$ cat config.mk
export PLATFORM = sky130hd
export DESIGN_NAME = link_credit_sched
export DESIGN_NICKNAME = d
export VERILOG_FILES = /design/src/rtl/link_credit_sched.sv
export SDC_FILE = /design/constraint.sdc
export NUM_CORES = 1
export LEC_CHECK = 0
export BUFFER_PORTS_ARGS = -buffer_cell sky130_fd_sc_hd__buf_2
export CAP_MARGIN = 20
export CORE_AREA = 2 2 46 48
export CTS_CLUSTER_DIAMETER = 30
export CTS_CLUSTER_SIZE = 28
export DETAILED_ROUTE_END_ITERATION = 12
export DIE_AREA = 0 0 48 50
export PLACE_DENSITY = 0.8
export RECOVER_POWER = 100
export SYNTH_ARGS = -nofsm -noshare
export SYNTH_HDL_FRONTEND = slang
export SYNTH_SLANG_ARGS = --single-unit
$ cat constraint.sdc
create_clock -name clk -period 4.1 [get_ports clk]
set_clock_uncertainty 0.1 [all_clocks]
set_input_delay 0.205 -clock clk [delete_from_list [all_inputs] [get_ports clk]]
set_output_delay 0.205 -clock clk [all_outputs]
set_load 0.01 [all_outputs]
$ cat src/rtl/link_credit_sched.sv
// link_credit_sched: per-output-link scheduler for a two-VC output controller.
// It generates the even/odd polarity phase (0 drains VC0, 1 drains VC1) and
// gates path_rdy on downstream credit. It also tracks per-VC credits, runs the
// INIT/RUN/PAUSE/DRAIN sequencing and flags credit protocol errors.
// Optional feature macro: LINK_STATS_EN enables the credit-stall counter
// (stall_cnt). When the macro is undefined, stall_cnt is tied to zero.
module link_credit_sched #(
  parameter int CREDITS    = 4,
  parameter int CW         = 3,
  parameter int INIT_DELAY = 2
) (
  input  logic          clk,
  input  logic          rst,
  input  logic          en,
  input  logic          flush,
  input  logic          dout_vld,
  input  logic          credit_ret_0,
  input  logic          credit_ret_1,
  output logic          polarity,
  output logic          path_rdy,
  output logic [CW-1:0] credit_0,
  output logic [CW-1:0] credit_1,
  output logic          flush_done,
  output logic          cred_err,
  output logic [15:0]   stall_cnt
);

  localparam int IW = (INIT_DELAY > 1) ? $clog2(INIT_DELAY) : 1;
  localparam logic [CW-1:0] FULL = CW'(CREDITS);

  typedef enum logic [1:0] {S_INIT, S_RUN, S_PAUSE, S_DRAIN} state_t;

  state_t        state;
  logic [IW-1:0] init_cnt;
  logic [CW-1:0] sel_credit;
  logic          consume_0, consume_1;
  logic          over_0, over_1;
  logic          all_full;

  // NOTE: path_rdy is decoded only from registered state and credits, so no
  // input ever reaches it combinationally and no loop can form with dout_vld.
  assign sel_credit = polarity ? credit_1 : credit_0;
  assign path_rdy   = (state == S_RUN) && (sel_credit != '0);

  assign consume_0 = dout_vld && path_rdy && !polarity;
  assign consume_1 = dout_vld && path_rdy &&  polarity;

  // A return on a full counter with no matching consume is an overflow.
  assign over_0   = credit_ret_0 && !consume_0 && (credit_0 == FULL);
  assign over_1   = credit_ret_1 && !consume_1 && (credit_1 == FULL);
  assign all_full = (credit_0 == FULL) && (credit_1 == FULL);

  // Net credit change for one VC: consume and return in the same cycle cancel,
  // and an overflowing return leaves the count saturated at CREDITS.
  function automatic logic [CW-1:0] next_credit(input logic [CW-1:0] cur,
                                                 input logic consume,
                                                 input logic ret);
    logic [CW-1:0] res;
    res = cur;
    if (consume && !ret)                     res = cur - CW'(1);
    else if (ret && !consume && cur != FULL) res = cur + CW'(1);
    return res;
  endfunction

  // Sequencing FSM: state, init timer, polarity phase and flush_done pulse.
  // NOTE: all sequential state uses non-blocking assignments so every register
  // samples the pre-edge value of every other register.
  always_ff @(posedge clk) begin
    if (rst) begin
      state      <= S_INIT;
      init_cnt   <= '0;
      polarity   <= 1'b0;
      flush_done <= 1'b0;
    end else begin
      flush_done <= 1'b0;
      unique case (state)
        S_INIT: begin
          if (init_cnt == IW'(INIT_DELAY - 1)) begin
            state <= en ? S_RUN : S_PAUSE;
          end else begin
            init_cnt <= init_cnt + IW'(1);
          end
        end
        S_RUN: begin
          polarity <= ~polarity;
          if (flush)   state <= S_DRAIN;
          else if (!en) state <= S_PAUSE;
        end
        S_PAUSE: begin
          if (flush)   state <= S_DRAIN;
          else if (en) state <= S_RUN;
        end
        S_DRAIN: begin
          polarity <= ~polarity;
          if (all_full) begin
            flush_done <= 1'b1;
            state      <= en ? S_RUN : S_PAUSE;
          end
        end
        default: state <= S_INIT;
      endcase
    end
  end

  // Per-VC credit counters; returns are accepted in every state.
  always_ff @(posedge clk) begin
    if (rst) begin
      credit_0 <= FULL;
      credit_1 <= FULL;
    end else begin
      credit_0 <= next_credit(credit_0, consume_0, credit_ret_0);
      credit_1 <= next_credit(credit_1, consume_1, credit_ret_1);
    end
  end

  // Sticky protocol error: credit overflow or a send while not ready.
  always_ff @(posedge clk) begin
    if (rst) begin
      cred_err <= 1'b0;
    end else if (over_0 || over_1 || (dout_vld && !path_rdy)) begin
      cred_err <= 1'b1;
    end
  end

`ifdef LINK_STATS_EN
  // Stall statistics: count RUN cycles starved of credit, saturating.
  always_ff @(posedge clk) begin
    if (rst) begin
      stall_cnt <= '0;
    end else if (state == S_RUN && sel_credit == '0 && stall_cnt != 16'hFFFF) begin
      stall_cnt <= stall_cnt + 16'd1;
    end
  end
`else
  assign stall_cnt = 16'h0;
`endif

endmodule

==> impl_metrics.env <==
export IMPL_worst_slack_ns=1.22
export IMPL_num_vias=831
export IMPL_final_max_slew_viol_count=0
export IMPL_ys_async_sr_fraction_pct=0
export IMPL_cts_sinks=12
export IMPL_seqPwrFrac_pct=33.8
export IMPL_netSwitchingFraction_pct=44.2
export IMPL_hold_path_startpoint="dout_vld"
export IMPL_yosysWarnings=0
export IMPL_end_kind="flop"
export IMPL_cp_start_kind="flop"
export IMPL_clock_latency_ns=0.29
export IMPL_reg2reg_from="state[1]$_SDFFE_PP0P_"
export IMPL_place_gp_congestion=0.832
export IMPL_worst_endpoint_arrival_ns=2.95
export IMPL_max_stage_delay_ns=0.51
export IMPL_drt_first_pass_iters=5
export IMPL_crit_type="flop to flop"
export IMPL_clkPwrFrac_pct=17.2
export IMPL_die_w_um=48
export IMPL_hpwlAfterDp_mm=1.52
export IMPL_cp_top_family="simple AND/OR/NAND/NOR gates"
export IMPL_holdWs_ns=0.147
export IMPL_num_io_pins=33
export IMPL_grtUsageTotal_pct=19.7
export IMPL_area_growth_pct=4.64
export IMPL_slowest_stage="or4_1"
export IMPL_synth_area_um2=945
export IMPL_synth_top_area_cell="dfxtp_1"
export IMPL_hp_class="input pin to flop"
export IMPL_synth_ff_type="dfxtp_1"
export IMPL_cts_made_buffers=3
export IMPL_slew_headroom_pct=53.2
export IMPL_startpoint="state[1]$_SDFFE_PP0P_"
export IMPL_cp_max_fo=11
export IMPL_ir_drop_mv=0.205
export IMPL_layoutNonFillerInstCount=155
export IMPL_initial_utilization_pct=49.7
export IMPL_setup_violations=0
export IMPL_ys_seq_elements=12
export IMPL_tightest_slew_ns=0.696
export IMPL_cts_setup_buffers=0
export IMPL_final_net_count=142
export IMPL_synth_edf_count=0
export IMPL_internal_power_mw=0.325
export IMPL_wire_per_inst_um=12.8
export IMPL_wirelength_mm=1.99
export IMPL_setup_tns_ns=0
export IMPL_grt_max_degree=16
export IMPL_p_switching_mw=0.258
export IMPL_drt_iter0_markers=14
export IMPL_ys_types=42
export IMPL_cts_resized=0
export IMPL_grt_setup_unrepaired="false"
export IMPL_final_cell_mix="16 x conb_1, 12 x dfxtp_1, 10 x nor2_1, 10 x clkbuf_1, 7 x inv_1"
export IMPL_path_cells="inv_1 -> ha_1 -> nand2_1 -> or4_1 -> xnor2_1 -> ha_1 -> or3_1 -> nor4_1 -> a21o_1 -> a31oi_1"
export IMPL_drive_gt1_share_pct=10.9
export IMPL_cts_tree="yes"
export IMPL_coreArea_um2=1900
export IMPL_synth_top_area_share_pct=25.4
export IMPL_maxCapViolCount=0
export IMPL_cpMostUsedCell="ha_1"
export IMPL_hold_viol=0
export IMPL_vias_per_cell=5.36
export IMPL_required_ns=4.18
export IMPL_port_buffers=16
export IMPL_clockRootBuffer="clkbuf_4"
export IMPL_final_common_cell="conb_1"
export IMPL_hold_buffers=0
export IMPL_synth_area_leaders="dfxtp_1 25%, buf_4 13%, ha_1 6.6%"
export IMPL_clock_fmax_mhz=348
export IMPL_rows=16
export IMPL_antenna_cells=0
export IMPL_netlist_instances=113
export IMPL_dpl_worst_slack_ns=1.24
export IMPL_drc=0
export IMPL_grt_pass1_wl_mm=3.31
export IMPL_leakagePower_nw=0.416
export IMPL_fill_cells=197
export IMPL_grt_pass1_vias=772
export IMPL_status="complete, no violations"
export IMPL_die_y_um=50
export IMPL_antenna_found_initial=0
export IMPL_final_min_clock_period_ns=2.88
export IMPL_finalCritPeriodShare_pct=70.1
export IMPL_grt_remaining_overflow=0
export IMPL_power_frac_comb_pct=49.0
export IMPL_p_per_area_nw_per_um2=590
export IMPL_clk_pin_slew_worst_paths_ns=0.08
export IMPL_worstPathBufferInverterCount=1
export IMPL_htree_levels=1
export IMPL_postSynthAreaPerCell_um2=8.36
export IMPL_clk_path_buf_depth=2
export IMPL_ys_seq_area_share_pct=25.4
export IMPL_dieArea_um2=2400
export IMPL_final_antenna_net_count=0
export IMPL_dp_cells=151
routing by layer:
layer	vias to the layer above	GRT usage [%]	wire length [µm]	part of all wire, %
li1	405	-	-	-
met1	397	22.7	840	42
met2	22	31.3	1020	51
met5	-	0	0	0
met4	0	13.1	73	3.7
met3	7	3.30	58	2.9
path summary, 6_finish.rpt:
path,end,slack [ns],cells past startpoint
worst max-delay path,credit_0[2]$_SDFFE_PP1P_,1.22,10
worst min-delay path,cred_err$_SDFFE_PP0P_,0.15,3
worst max register to register,credit_0[2]$_SDFFE_PP1P_,1.22,10
worst min register to register,init_cnt$_SDFFE_PP0N_,0.39,2
cells in the mapped netlist, types with 2 or more instances:
library cell  number
nand2_1            2
nor3_1             4
o21a_1             2
or4_1              2
inv_1              7
xnor2_1            2
a21oi_1            5
nor4_1             3
nand3_1            2
or3b_1             2
a211oi_1           2
clkbuf_1           2
o31ai_1            2
buf_4             16
o311a_1            2
nor3b_1            2
o21ai_0            2
nor2_1            10
o22ai_1            2
buf_6              2
or2_2              2
mux2_2             2
nand2b_1           2
ha_1               5
dfxtp_1           12
flip-flops by register name, summed over array words and instances, names as in the netlist:
register and cells:
credit_0 3, state 2, init_cnt 1, polarity 1, credit_1 3, flush_done 1
cred_err 1
cells by family (layout without fill, tap and decap cells):
logic type | count (synthesis) | after routing | share of synthesized area (%)
compound gates | 25 | 25 | 19.1
mux | 3 | 3 | 3.44
xor+xnor | 3 | 3 | 2.78
simple gates | 36 | 36 | 21.5
fa+ha+maj | 6 | 6 | 8.74
buf+inv | 27 | 27 | 18.7
other cells | 1 | 16 | 0.397
flops | 12 | 12 | 25.4
metrics by stage:
stage | utilization [%] | area (µm²) | total power, mW
3_3_place_gp | 50.7 | 965 | 0.469
3_5_place_dp | 50.7 | 965 | 0.490
5_1_grt | 52.0 | 988 | 0.643
4_1_cts | 52.6 | 1000 | 0.592
6_report | 52.0 | 988 | 0.583
2_1_floorplan | - | 1000 | 0.431
worst reg2reg max path: stages, from the launching register on:
cell     delay [ns]
dfxtp_1        0.33
inv_1          0.09
ha_1           0.37
nand2_1        0.21
or4_1          0.51
xnor2_1        0.16
ha_1           0.19
or3_1          0.31
nor4_1         0.29
a21o_1         0.13
a31oi_1        0.07
area by class of cell:
cell class                      count  area, µm²  area share [%]
Tap cell                           27       33.8            3.42
Multi-Input combinational cell     89        584            59.1
Clock buffer                        4       36.3            3.67
Timing Repair Buffer               16       67.6            6.84
Sequential cell                    12        240            24.3
Inverter                            7       26.3            2.66
power groups by stage:
stage | Combinational (mW) | Clock (mW) | Sequential, mW
CTS | 0.293 | 0.102 | 0.197
floorplan | 0.245 | 0 | 0.185
finish | 0.286 | 0.100 | 0.197
global route | 0.329 | 0.109 | 0.205
detailed placement | 0.291 | 0 | 0.200
global placement | 0.275 | 0 | 0.195
Power figures use the tool's default switching activity.
